===== src/rtl/mem_port_arbiter.sv =====
// mem_port_arbiter: shares one memory port between port 0 (cpu0 control unit)
// and port 1 (DMA/IO master) using a req/ack handshake and a fixed access time
// of WAIT_CYCLES cycles. WAIT_CYCLES must be in 1..15.
// Optional feature: define MEM_ARB_ROUND_ROBIN_EN for round-robin tie breaking;
// otherwise port 0 has fixed priority on simultaneous requests.
// Reset is asynchronous and active-low on the port named 'reset'.
module mem_port_arbiter #(
  parameter int AW          = 32,
  parameter int DW          = 32,
  parameter int WAIT_CYCLES = 1
) (
  input  logic          clock,
  input  logic          reset,
  input  logic          req0,
  input  logic          rw0,
  input  logic [AW-1:0] addr0,
  input  logic [DW-1:0] wdata0,
  input  logic          req1,
  input  logic          rw1,
  input  logic [AW-1:0] addr1,
  input  logic [DW-1:0] wdata1,
  output logic          gnt0,
  output logic          gnt1,
  output logic          ack0,
  output logic          ack1,
  output logic [DW-1:0] rdata,
  output logic          busy,
  output logic          m_en,
  output logic          m_rw,
  output logic [AW-1:0] mar,
  output logic [DW-1:0] mdr,
  input  logic [DW-1:0] dbus
);

  localparam logic [3:0] CNT_INIT = 4'(WAIT_CYCLES - 1);

  typedef enum logic [1:0] {
    IDLE   = 2'd0,
    ACCESS = 2'd1,
    DONE   = 2'd2
  } state_e;

  state_e          state_q, state_d;
  logic [3:0]      cnt_q, cnt_d;
  logic            gnt0_q, gnt0_d;
  logic            gnt1_q, gnt1_d;
  logic            ack0_q, ack0_d;
  logic            ack1_q, ack1_d;
  logic            m_en_q, m_en_d;
  logic            m_rw_q, m_rw_d;
  logic [AW-1:0]   mar_q, mar_d;
  logic [DW-1:0]   mdr_q, mdr_d;
  logic [DW-1:0]   rdata_q, rdata_d;
  logic            win;

`ifdef MEM_ARB_ROUND_ROBIN_EN
  logic            rr_ptr_q, rr_ptr_d;
`endif

  // Arbitration: win=1 means port 1 takes the memory this IDLE cycle.
  always_comb begin
`ifdef MEM_ARB_ROUND_ROBIN_EN
    if (req0 && req1) begin
      win = ~rr_ptr_q;
    end else begin
      win = req1;
    end
`else
    win = ~req0;
`endif
  end

  // State register and all registered outputs; reset aborts any access at once.
  always_ff @(posedge clock or negedge reset) begin
    if (!reset) begin
      state_q  <= IDLE;
      cnt_q    <= '0;
      gnt0_q   <= 1'b0;
      gnt1_q   <= 1'b0;
      ack0_q   <= 1'b0;
      ack1_q   <= 1'b0;
      m_en_q   <= 1'b0;
      m_rw_q   <= 1'b1;
      mar_q    <= '0;
      mdr_q    <= '0;
      rdata_q  <= '0;
`ifdef MEM_ARB_ROUND_ROBIN_EN
      rr_ptr_q <= 1'b1;
`endif
    end else begin
      state_q  <= state_d;
      cnt_q    <= cnt_d;
      gnt0_q   <= gnt0_d;
      gnt1_q   <= gnt1_d;
      ack0_q   <= ack0_d;
      ack1_q   <= ack1_d;
      m_en_q   <= m_en_d;
      m_rw_q   <= m_rw_d;
      mar_q    <= mar_d;
      mdr_q    <= mdr_d;
      rdata_q  <= rdata_d;
`ifdef MEM_ARB_ROUND_ROBIN_EN
      rr_ptr_q <= rr_ptr_d;
`endif
    end
  end

  // Next-state logic: IDLE -> ACCESS on any request, ACCESS -> DONE when the count expires.
  always_comb begin
    state_d = state_q;
    case (state_q)
      IDLE:    if (req0 || req1) state_d = ACCESS;
      ACCESS:  if (cnt_q == 4'd0) state_d = DONE;
      DONE:    state_d = IDLE;
      default: state_d = IDLE;
    endcase
  end

  // Output logic: computes next values of every registered output from the current state.
  always_comb begin
    cnt_d   = cnt_q;
    gnt0_d  = gnt0_q;
    gnt1_d  = gnt1_q;
    ack0_d  = ack0_q;
    ack1_d  = ack1_q;
    m_en_d  = m_en_q;
    m_rw_d  = m_rw_q;
    mar_d   = mar_q;
    mdr_d   = mdr_q;
    rdata_d = rdata_q;
`ifdef MEM_ARB_ROUND_ROBIN_EN
    rr_ptr_d = rr_ptr_q;
`endif
    case (state_q)
      IDLE: begin
        ack0_d = 1'b0;
        ack1_d = 1'b0;
        if (req0 || req1) begin
          m_en_d = 1'b1;
          gnt0_d = ~win;
          gnt1_d = win;
          m_rw_d = win ? rw1 : rw0;
          mar_d  = win ? addr1 : addr0;
          mdr_d  = win ? wdata1 : wdata0;
          cnt_d  = CNT_INIT;
`ifdef MEM_ARB_ROUND_ROBIN_EN
          rr_ptr_d = win;
`endif
        end else begin
          m_en_d = 1'b0;
        end
      end
      ACCESS: begin
        if (cnt_q != 4'd0) begin
          cnt_d = cnt_q - 4'd1;
        end else begin
          m_en_d = 1'b0;
          if (m_rw_q) rdata_d = dbus;
          ack0_d = gnt0_q;
          ack1_d = gnt1_q;
        end
      end
      DONE: begin
        ack0_d = 1'b0;
        ack1_d = 1'b0;
        gnt0_d = 1'b0;
        gnt1_d = 1'b0;
        m_rw_d = 1'b1;
      end
      default: begin
        ack0_d = 1'b0;
        ack1_d = 1'b0;
        gnt0_d = 1'b0;
        gnt1_d = 1'b0;
        m_en_d = 1'b0;
        m_rw_d = 1'b1;
      end
    endcase
  end

  assign gnt0  = gnt0_q;
  assign gnt1  = gnt1_q;
  assign ack0  = ack0_q;
  assign ack1  = ack1_q;
  assign rdata = rdata_q;
  assign busy  = (state_q != IDLE);
  assign m_en  = m_en_q;
  assign m_rw  = m_rw_q;
  assign mar   = mar_q;
  assign mdr   = mdr_q;

endmodule

===== config.mk =====
export PLATFORM = sky130hd
export DESIGN_NAME = mem_port_arbiter
export DESIGN_NICKNAME = d
export VERILOG_FILES = /design/src/rtl/mem_port_arbiter.sv
export SDC_FILE = /design/constraint.sdc
export NUM_CORES = 1
export LEC_CHECK = 0
export ABC_AREA = 1
export BUFFER_PORTS_ARGS = -buffer_cell sky130_fd_sc_hd__buf_2
export CAP_MARGIN = 5
export CORE_MARGIN = 5
export CORE_UTILIZATION = 44
export DETAILED_ROUTE_END_ITERATION = 12
export PLACE_DENSITY = 0.81
export SLEW_MARGIN = 20
export SYNTH_ARGS = -nofsm -noshare
export SYNTH_HDL_FRONTEND = slang
export SYNTH_SLANG_ARGS = --single-unit

===== constraint.sdc =====
create_clock -name clock -period 2 [get_ports clock]
set_clock_uncertainty 0.05 [all_clocks]
set_input_delay 0.2 -clock clock [delete_from_list [all_inputs] [get_ports clock]]
set_output_delay 0.2 -clock clock [all_outputs]
set_load 0.05 [all_outputs]

==> flow_metrics.tcl, run 1 <==
set metrics [dict create \
    grt_busiest_layer "met2" \
    min_to "rdata[27]" \
    io_buffer_count 268 \
    netlist_instances 553 \
    rsz0062_at_grt "no" \
    clk_pin_slew_ns 0.11 \
    ys_types 24 \
    cts_setup_buffers 0 \
    start_kind "register" \
    synth_nets 721 \
    dr.pass1.iters 4 \
    insertion_delay_ns 0.36 \
    finalMaxSlewViolations 0 \
    swShare_pct 55.92 \
    cts_max_level 3 \
    crit_fanout 22 \
    fin_crit_ns 1.774 \
    layout-drive-gt1-share_pct 37.73 \
    hold_path_class "primary input to register" \
    area.sequential_mm2 0.002704 \
    drc_errors 0 \
    hold_violations 0 \
    total_leakage_power_nw 3.403 \
    setup_ws_ns 0.2258 \
    rr_endpoint "rdata[0]" \
    vdd_drop_max_mv 1.263 \
    ios 269 \
    nets 974 \
    worst-r2r-cell-count 7 \
    pwr-share-clk_pct 10.8 \
    p_per_area_mw_per_mm2 1987 \
    die_h_um 113.9 \
    grt_pass1_vias 4499 \
    postCtsHoldBufs 2 \
    drt_iter0_drc 471 \
    cp_data_arrival_time_ns 1.52 \
    cts_resized 0 \
    yosys_register_bits 108 \
    place_hpwl_um 10700 \
    cts_buffer_depth 2 \
    pre_cts_ws_ns 0.2784 \
    min-delay-start "dbus[27]" \
    grt_overflow 0 \
    grt_pass1_wl_um 21620 \
    n_antenna_cell 0 \
    pwr-share-seq_pct 30.3 \
    mappedNetlistArea_mm2 0.004746 \
    cts_sinks 108 \
    crit_path_end_kind "primary output" \
    fin_crit_sh_pct 88.71 \
    cap_violations 0 \
    crit_type "register to primary output" \
    grt_use_met1_pct 26.30 \
    grt_usage_pct 20.68 \
    multi_input_area_mm2 0.001772 \
    fin_tns_setup_ns 0 \
    ys_seq_area_share_pct 56.97 \
    cts_buffers 9 \
    die_area_mm2 0.01296 \
    fillCellCount 991 \
    start_util_pct 44.36 \
    ant_nets 0 \
    rrSetupSlack_ns 0.26 \
    use_met3_pct 4.828 \
    whs_ns 0.01771 \
    wl_per_cell_um 14.66 \
    mostFrequentLayoutCell "buf_2" \
    finalWeightedCongestion 0.8491 \
    setup-violations-final 0 \
    placeableCoreArea_mm2 0.01070 \
    rows 38 \
    via_count 4686 \
    ys.warnings.count 0 \
    grt_antenna_before_repair 0 \
    areaGrowthSynthToFinish_pct 34.77 \
    power_switching_mw 7.107 \
    grt_max_degree 74 \
    holdPathStages 3 \
    run_status "complete, no violations" \
    reg2reg_from "cnt_q[0]" \
    timing.fmax_ghz 0.5636 \
    synth_area_per_cell_um2 8.582 \
    intPower_mw 5.602 \
    vias_per_cell 4.927 \
    dieWidth_um 113.9 \
    combPwrFrac_pct 58.9 \
    use_met2_pct 35.53 \
    slew-limit-headroom_pct 61.55 \
    cts.root.buffer_cell "clkbuf_8" \
    drt_wl_total_um 13940 \
    max_slew.worst_pin.slew_ns 0.5747 \
    layout_common_cells "267 x buf_2, 203 x nand2_1, 107 x dfrtp_1" \
    required_ns 1.75 \
    cts_tree "built" \
]
registers in the layout (all words and copies together) (netlist names):
| register | count |
|---|---|
| gnt1 | 1 |
| ack1 | 1 |
| m_en | 1 |
| state_q | 2 |
| mar | 32 |
| gnt0 | 1 |
| mdr | 32 |
| ack0 | 1 |
| m_rw | 1 |
| rdata | 32 |
| cnt_q | 4 |
cell type report:
cell class,count,area share (%)
clock buffer,10,2.152
clock inverter,6,1.095
inverter,11,0.6455
multi-input combinational,395,27.70
sequential,108,42.27
tap,140,2.739
timing repair buffer,281,23.40
stage by stage:
stage	utilization [%]	instances	total power, mW	area, µm²
2_1_floorplan	-	553	9.581	4746
3_3_place_gp	57.66	933	11.28	6168
3_5_place_dp	57.66	933	11.44	6168
4_1_cts	59.79	951	12.82	6396
5_1_grt	59.79	951	13.46	6396
6_report	59.79	951	12.71	6396
worst max path at each step:
stage | from | endpoint | slack, ns | cells past startpoint
after global routing | cnt_q[1] | rdata[0] | 0.05 | 7
after floorplan | m_rw | rdata[10] | 0.50 | 4
final | m_rw | m_rw | 0.23 | 2
after detailed placement | cnt_q[0] | rdata[0] | 0.28 | 7
after global placement | cnt_q[0] | rdata[29] | 0.36 | 7
after CTS | m_rw | m_rw | 0.20 | 2
routing by layer:
metal | share of wire (%) | wire (µm)
met1 | 40 | 5590
met2 | 49 | 6862
met3 | 9.2 | 1288
met4 | 1.5 | 203
met5 | 0 | 0
synth_stat cells:
| cell | number | area (µm²) |
|---|---|---|
| o21ai_1 | 4 | 20.02 |
| dfstp_2 | 1 | 26.28 |
| xor2_1 | 1 | 8.760 |
| inv_1 | 8 | 30.03 |
| o22ai_1 | 2 | 12.51 |
| nand2_2 | 2 | 12.51 |
| nand3_1 | 34 | 170.2 |
| nor2_1 | 72 | 270.3 |
| dfrtp_1 | 107 | 2678 |
| a31oi_1 | 64 | 400.4 |
| buf_4 | 11 | 82.58 |
| a21oi_1 | 1 | 5.000 |
| buf_6 | 4 | 45.04 |
| nor2_4 | 1 | 11.26 |
| ha_1 | 2 | 25.02 |
| inv_2 | 3 | 11.26 |
| o21ai_0 | 4 | 20.02 |
| nor2_8 | 1 | 20.02 |
| mux2i_1 | 1 | 10.01 |
| nor2_2 | 2 | 12.51 |
| nand2_1 | 203 | 762.0 |
| nand4_1 | 1 | 6.260 |
| clkbuf_1 | 11 | 41.29 |
| buf_2 | 13 | 65.06 |
kinds of logic after synthesis:
logic type                 synth area share (%)
xor gates and xnor gates                 0.1846
buffers and inverters                     5.800
adders and majority gates                0.5272
muxes                                    0.2109
AOI/OAI and AO/OA                         9.649
and+or+nand+nor                           26.65
DFF                                       56.97
critical path, stage by stage (launching register included):
cell     delay (ns)
dfstp_2        0.59
buf_4          0.26
buf_2          0.31
power groups by stage:
stage	clock network [mW]	registers (mW)	logic (mW)
6_report	1.38	3.84	7.49
2_1_floorplan	0	7.41	2.17
5_1_grt	1.50	3.98	7.98
3_3_place_gp	0	3.87	7.41
4_1_cts	1.42	3.86	7.55
3_5_place_dp	0	3.89	7.55
(Power assumes the default switching activity.)
==> run 2: changes to the inputs <==
- CORE_UTILIZATION: 44 -> 48
- PLACE_DENSITY: 0.81 -> 0.87
- clock period: 2 -> 2.3 ns (I/O delays scaled with it)
==> flow_metrics.tcl, run 2 (synthesized netlist as in run 1, its figures left out) <==
set metrics [dict create \
    run_status "complete, no violations" \
    vdd_drop_max_mv 0.8609 \
    max_slew.worst_pin.slew_ns 0.8914 \
    ant_nets 0 \
    via_count 4657 \
    combPwrFrac_pct 59.9 \
    cts_sinks 108 \
    clk_pin_slew_ns 0.09 \
    n_antenna_cell 0 \
    grt_usage_pct 22.24 \
    grt_antenna_before_repair 0 \
    insertion_delay_ns 0.36 \
    die_h_um 109.4 \
    vias_per_cell 4.960 \
    holdPathStages 3 \
    rows 36 \
    reg2reg_from "cnt_q[0]" \
    start_kind "register" \
    cts.root.buffer_cell "clkbuf_8" \
    rsz0062_at_grt "no" \
    io_buffer_count 268 \
    fin_crit_sh_pct 76.18 \
    total_leakage_power_nw 3.347 \
    cts_buffer_depth 2 \
    setup_ws_ns 0.5478 \
    p_per_area_mw_per_mm2 1716 \
    mostFrequentLayoutCell "buf_2" \
    cts_setup_buffers 0 \
    drt_wl_total_um 13640 \
    required_ns 2.49 \
    area.sequential_mm2 0.002704 \
    crit_top_cell "nand2_1" \
    drc_errors 0 \
    timing.fmax_ghz 0.5707 \
    rr_endpoint "rdata[24]" \
    dieWidth_um 109.4 \
    pre_cts_ws_ns 0.5269 \
    pwr-share-seq_pct 31.0 \
    fin_crit_ns 1.752 \
    drt_iter0_drc 406 \
    ios 269 \
    cp_slowest_cell "dfrtp_1" \
    min-delay-start "dbus[13]" \
    grt_max_degree 85 \
    grt_overflow 0 \
    finalWeightedCongestion 0.8407 \
    cts_max_level 3 \
    crit_type "register to register" \
    areaGrowthSynthToFinish_pct 32.35 \
    grt_pass1_wl_um 20820 \
    cts_tree "built" \
    cts_buffers 9 \
    pwr-share-clk_pct 9.1 \
    min_to "rdata[13]" \
    fin_tns_setup_ns 0 \
    hold_violations 0 \
    max_stage_delay_ns 0.40 \
    cap_violations 0 \
    setup-violations-final 0 \
    finalMaxSlewViolations 0 \
    power_switching_mw 6.100 \
    nets 970 \
    place_hpwl_um 10310 \
    start_util_pct 48.78 \
    intPower_mw 4.677 \
    grt_pass1_vias 4458 \
    fin_util_pct 64.56 \
    hold_path_class "primary input to register" \
    rrSetupSlack_ns 0.55 \
    wl_per_cell_um 14.53 \
    cp_data_arrival_time_ns 1.94 \
    fillCellCount 803 \
    placeableCoreArea_mm2 0.009729 \
    cts_resized 0 \
    worst-r2r-cell-count 7 \
    layout-drive-gt1-share_pct 37.34 \
    layout_common_cells "267 x buf_2, 203 x nand2_1, 107 x dfrtp_1" \
    crit_path_cell_trace "inv_1, ha_1, nand2_1, nor2_8, nand2_2, nand2_1, nand2_1" \
    multi_input_area_mm2 0.001772 \
    slew-limit-headroom_pct 40.58 \
    dr.pass1.iters 6 \
    swShare_pct 56.60 \
    p_total_mw 10.78 \
    crit_fanout 32 \
    die_area_mm2 0.01198 \
    crit_path_end_kind "register" \
]
[run 2: cell count changes in the layout (fill, tap and decap cells not counted)]
cell	before	now
buf_12	4	2
buf_4	8	7
bufinv_16	1	0
clkbuf_1	0	1
clkbuf_8	10	9
clkinv_2	1	4
clkinv_4	2	0
clkinvlp_4	0	2
dlygate4sd3_1	2	1
inv_2	4	3
inv_6	2	0
[run 2: through the flow]
| step | hold WS (ns) | instances | instance area [µm²] |
|---|---|---|---|
| finish | 0.05287 | 939 | 6281 |
| CTS | 0.02537 | 939 | 6280 |
| floorplan | -0.1156 | 553 | 4746 |
| global placement | 0.2386 | 923 | 6112 |
| detailed placement | 0.2433 | 923 | 6112 |
| global route | 0.03709 | 939 | 6281 |
[run 2: how the worst max path moves through the flow]
stage	from	to	slack (ns)	depth (start not counted)
global route	cnt_q[0]	rdata[24]	0.39	7
CTS	cnt_q[0]	rdata[24]	0.55	7
finish	cnt_q[0]	rdata[24]	0.55	7
global placement	req0	mdr[5]	0.61	4
floorplan	m_rw	rdata[10]	0.80	4
detailed placement	req0	mdr[10]	0.53	4
[run 2: cell type report]
type | count | area share, %
Inverter | 11 | 0.6773
Tap cell | 133 | 2.649
Timing Repair Buffer | 277 | 22.91
Clock inverter | 5 | 0.4781
Multi-Input combinational cell | 395 | 28.21
Clock buffer | 10 | 2.032
Sequential cell | 108 | 43.05
[run 2: timing repair]
action                                  4_1_cts  5_1_grt
hold buffers                                  1        0
endpoints found under the setup margin        0        0
hold endpoints to repair                     47        0
[run 2: worst max-delay path: cells and delay by family, from the launching register on]
family | cells | cell delay, ns
buffers and inverters | 1 | 0.13
and+or+nand+nor | 5 | 0.88
DFF | 1 | 0.40
adders and majority gates | 1 | 0.16
[run 2: per-layer routing]
metal  wire, µm  global-route usage (%)
met1       5211                   26.06
met2       6700                   38.54
met3       1454                   6.283
met4        272                   8.727
met5          0                       0
[run 2: power groups by stage]
stage | Sequential (mW) | Clock (mW) | Combinational (mW)
4_1_cts | 3.34 | 1.01 | 6.50
2_1_floorplan | 6.44 | 0 | 1.89
3_5_place_dp | 3.37 | 0 | 6.50
3_3_place_gp | 3.34 | 0 | 6.39
6_report | 3.35 | 0.979 | 6.45
5_1_grt | 3.47 | 1.09 | 6.87
==> run 3: changes to the inputs <==
- CORE_UTILIZATION: 48 -> 40
- PLACE_DENSITY: 0.87 -> 0.78
- clock period: 2.3 -> 1.45 ns (I/O delays scaled with it)
==> flow_metrics.tcl, run 3 (synthesized netlist as in run 1, its figures left out) <==
set metrics [dict create \
    timing.fmax_ghz 0.6915 \
    fillCellCount 908 \
    crit_path_cell_trace "inv_2, nand2_4, nor2_4, buf_6, clkbuf_16, nor2_1, a31oi_1" \
    multi_input_area_mm2 0.001846 \
    vdd_drop_max_mv 1.349 \
    required_ns 1.65 \
    clk_pin_slew_ns 0.07 \
    grt_pass1_wl_um 23810 \
    instances_no_fill 1021 \
    fin_crit_sh_pct 99.73 \
    cts_tree "built" \
    placed_cells 941 \
    crit_path_end_kind "register" \
    cap_violations 0 \
    slew-limit-headroom_pct 72.79 \
    cp_slowest_cell "dfrtp_1" \
    grt_antenna_before_repair 0 \
    start_util_pct 41.21 \
    dieWidth_um 118.9 \
    setup-violations-final 0 \
    crit_fanout 14 \
    start_kind "register" \
    hold_path_class "primary input to register" \
    use_met2_pct 36.87 \
    io_buffer_count 268 \
    drc_errors 0 \
    whs_ns 0.007197 \
    drt_iter0_drc 419 \
    cts_buffer_depth 2 \
    crit_type "register to register" \
    die_h_um 118.9 \
    grt_use_met1_pct 24.00 \
    cp_data_arrival_time_ns 1.65 \
    max_stage_delay_ns 0.42 \
    finalWeightedCongestion 0.8086 \
    grt_overflow 0 \
    wl_per_cell_um 16.67 \
    critPathBufInv 3 \
    grt_max_degree 72 \
    total_leakage_power_nw 3.841 \
    hold_violations 0 \
    placeableCoreArea_mm2 0.01152 \
    insertion_delay_ns 0.33 \
    grt_usage_pct 20.66 \
    layout_common_cells "265 x buf_2, 202 x nand2_1, 106 x dfrtp_1" \
    die_area_mm2 0.01414 \
    run_status "complete, no violations" \
    rows 39 \
    p_per_area_mw_per_mm2 2682 \
    grt_busiest_layer "met2" \
    rsz0062_at_grt "yes" \
    finalMaxSlewViolations 0 \
    n_antenna_cell 0 \
    place_hpwl_um 10760 \
    layout-drive-gt1-share_pct 38.27 \
    cts_max_level 3 \
    dr.pass1.iters 5 \
    path_delay_family "buffers and inverters" \
    vias_per_cell 5.091 \
    ios 269 \
    max_slew.worst_pin.slew_ns 0.4082 \
    cts_sinks 108 \
    area.sequential_mm2 0.002705 \
    p_total_mw 19.90 \
    ant_nets 0 \
    use_met3_pct 5.403 \
    grt_pass1_vias 4785 \
    via_count 5198 \
    drt_wl_total_um 17020 \
    nets 1041 \
    mostFrequentLayoutCell "buf_2" \
    areaGrowthSynthToFinish_pct 56.37 \
    cts.root.buffer_cell "clkbuf_16" \
    fin_crit_ns 1.446 \
    cts_buffers 9 \
]
## run 3: changes by cell type in the layout (fill, tap and decap cells not counted), moves of 4 or more
cell and change:
dlygate4sd3_1 +46, clkbuf_16 +15, clkbuf_8 -9, buf_6 +8
buf_12 +7, buf_4 +6, clkinv_2 -4, nor2_1 -4
## run 3: stage by stage
stage / TNS [ns] / util [%] / setup slack, ns / cell area, µm²
finish: 0 / 64.44 / 0.003932 / 7421
global placement: 0 / 54.47 / 0.06971 / 6272
global route: -0.9952 / 64.44 / -0.04630 / 7421
CTS: 0 / 61.53 / 0.0009528 / 7086
floorplan: 0 / - / 0.007350 / 4751
detailed placement: -0.002439 / 54.47 / -0.002439 / 6272
## run 3: path summary, 6_finish.rpt
kind | slack [ns] | start | cells after the start | to
max in group asynchronous | 0.53 | reset | 3 | m_rw
worst max-delay path | 0.004 | state_q[0] | 7 | mar[7]
worst min-delay path | 0.007 | dbus[10] | 3 | rdata[10]
worst min register to register | 0.42 | rdata[26] | 2 | rdata[26]
worst max register to register | 0.004 | state_q[0] | 7 | mar[7]
min in group asynchronous | 0.24 | reset | 2 | rdata[6]
## run 3: power breakdown
| group | leakage [nW] | internal [mW] | switching [mW] |
|---|---|---|---|
| registers | 1.26 | 4.52 | 0.872 |
| clock network | 0.161 | 1.70 | 1.07 |
| logic | 2.42 | 3.25 | 8.50 |
## run 3: cell type report
type / instances / share of cell area (%)
clock buffer: 12 / 3.187
clock inverter: 4 / 1.332
inverter: 11 / 0.5564
multi-input combinational: 395 / 24.87
sequential: 108 / 36.45
tap: 143 / 2.411
timing repair buffer: 348 / 31.19
## run 3: what timing repair did
item,CTS,global route
gates cloned,0,10
endpoints found under the hold margin,62,0
gates resized for setup,3,21
hold buffers,47,0
pin swaps,0,4
endpoints found under the setup margin,5,92
buffers inserted,0,7
## run 3: worst reg2reg max path: cells and delay by family, from the launching register on
| kind | cells | cell delay, ns |
|---|---|---|
| AND/OR/NAND/NOR | 3 | 0.29 |
| buffers and inverters | 3 | 0.46 |
| flip-flops | 1 | 0.42 |
| AO/OA/AOI/OAI | 1 | 0.15 |
## run 3: per-layer routing
layer	share of wire [%]	wire length, µm
met1	39	6595
met2	50	8586
met3	8.7	1486
met4	2.1	352
met5	0	0
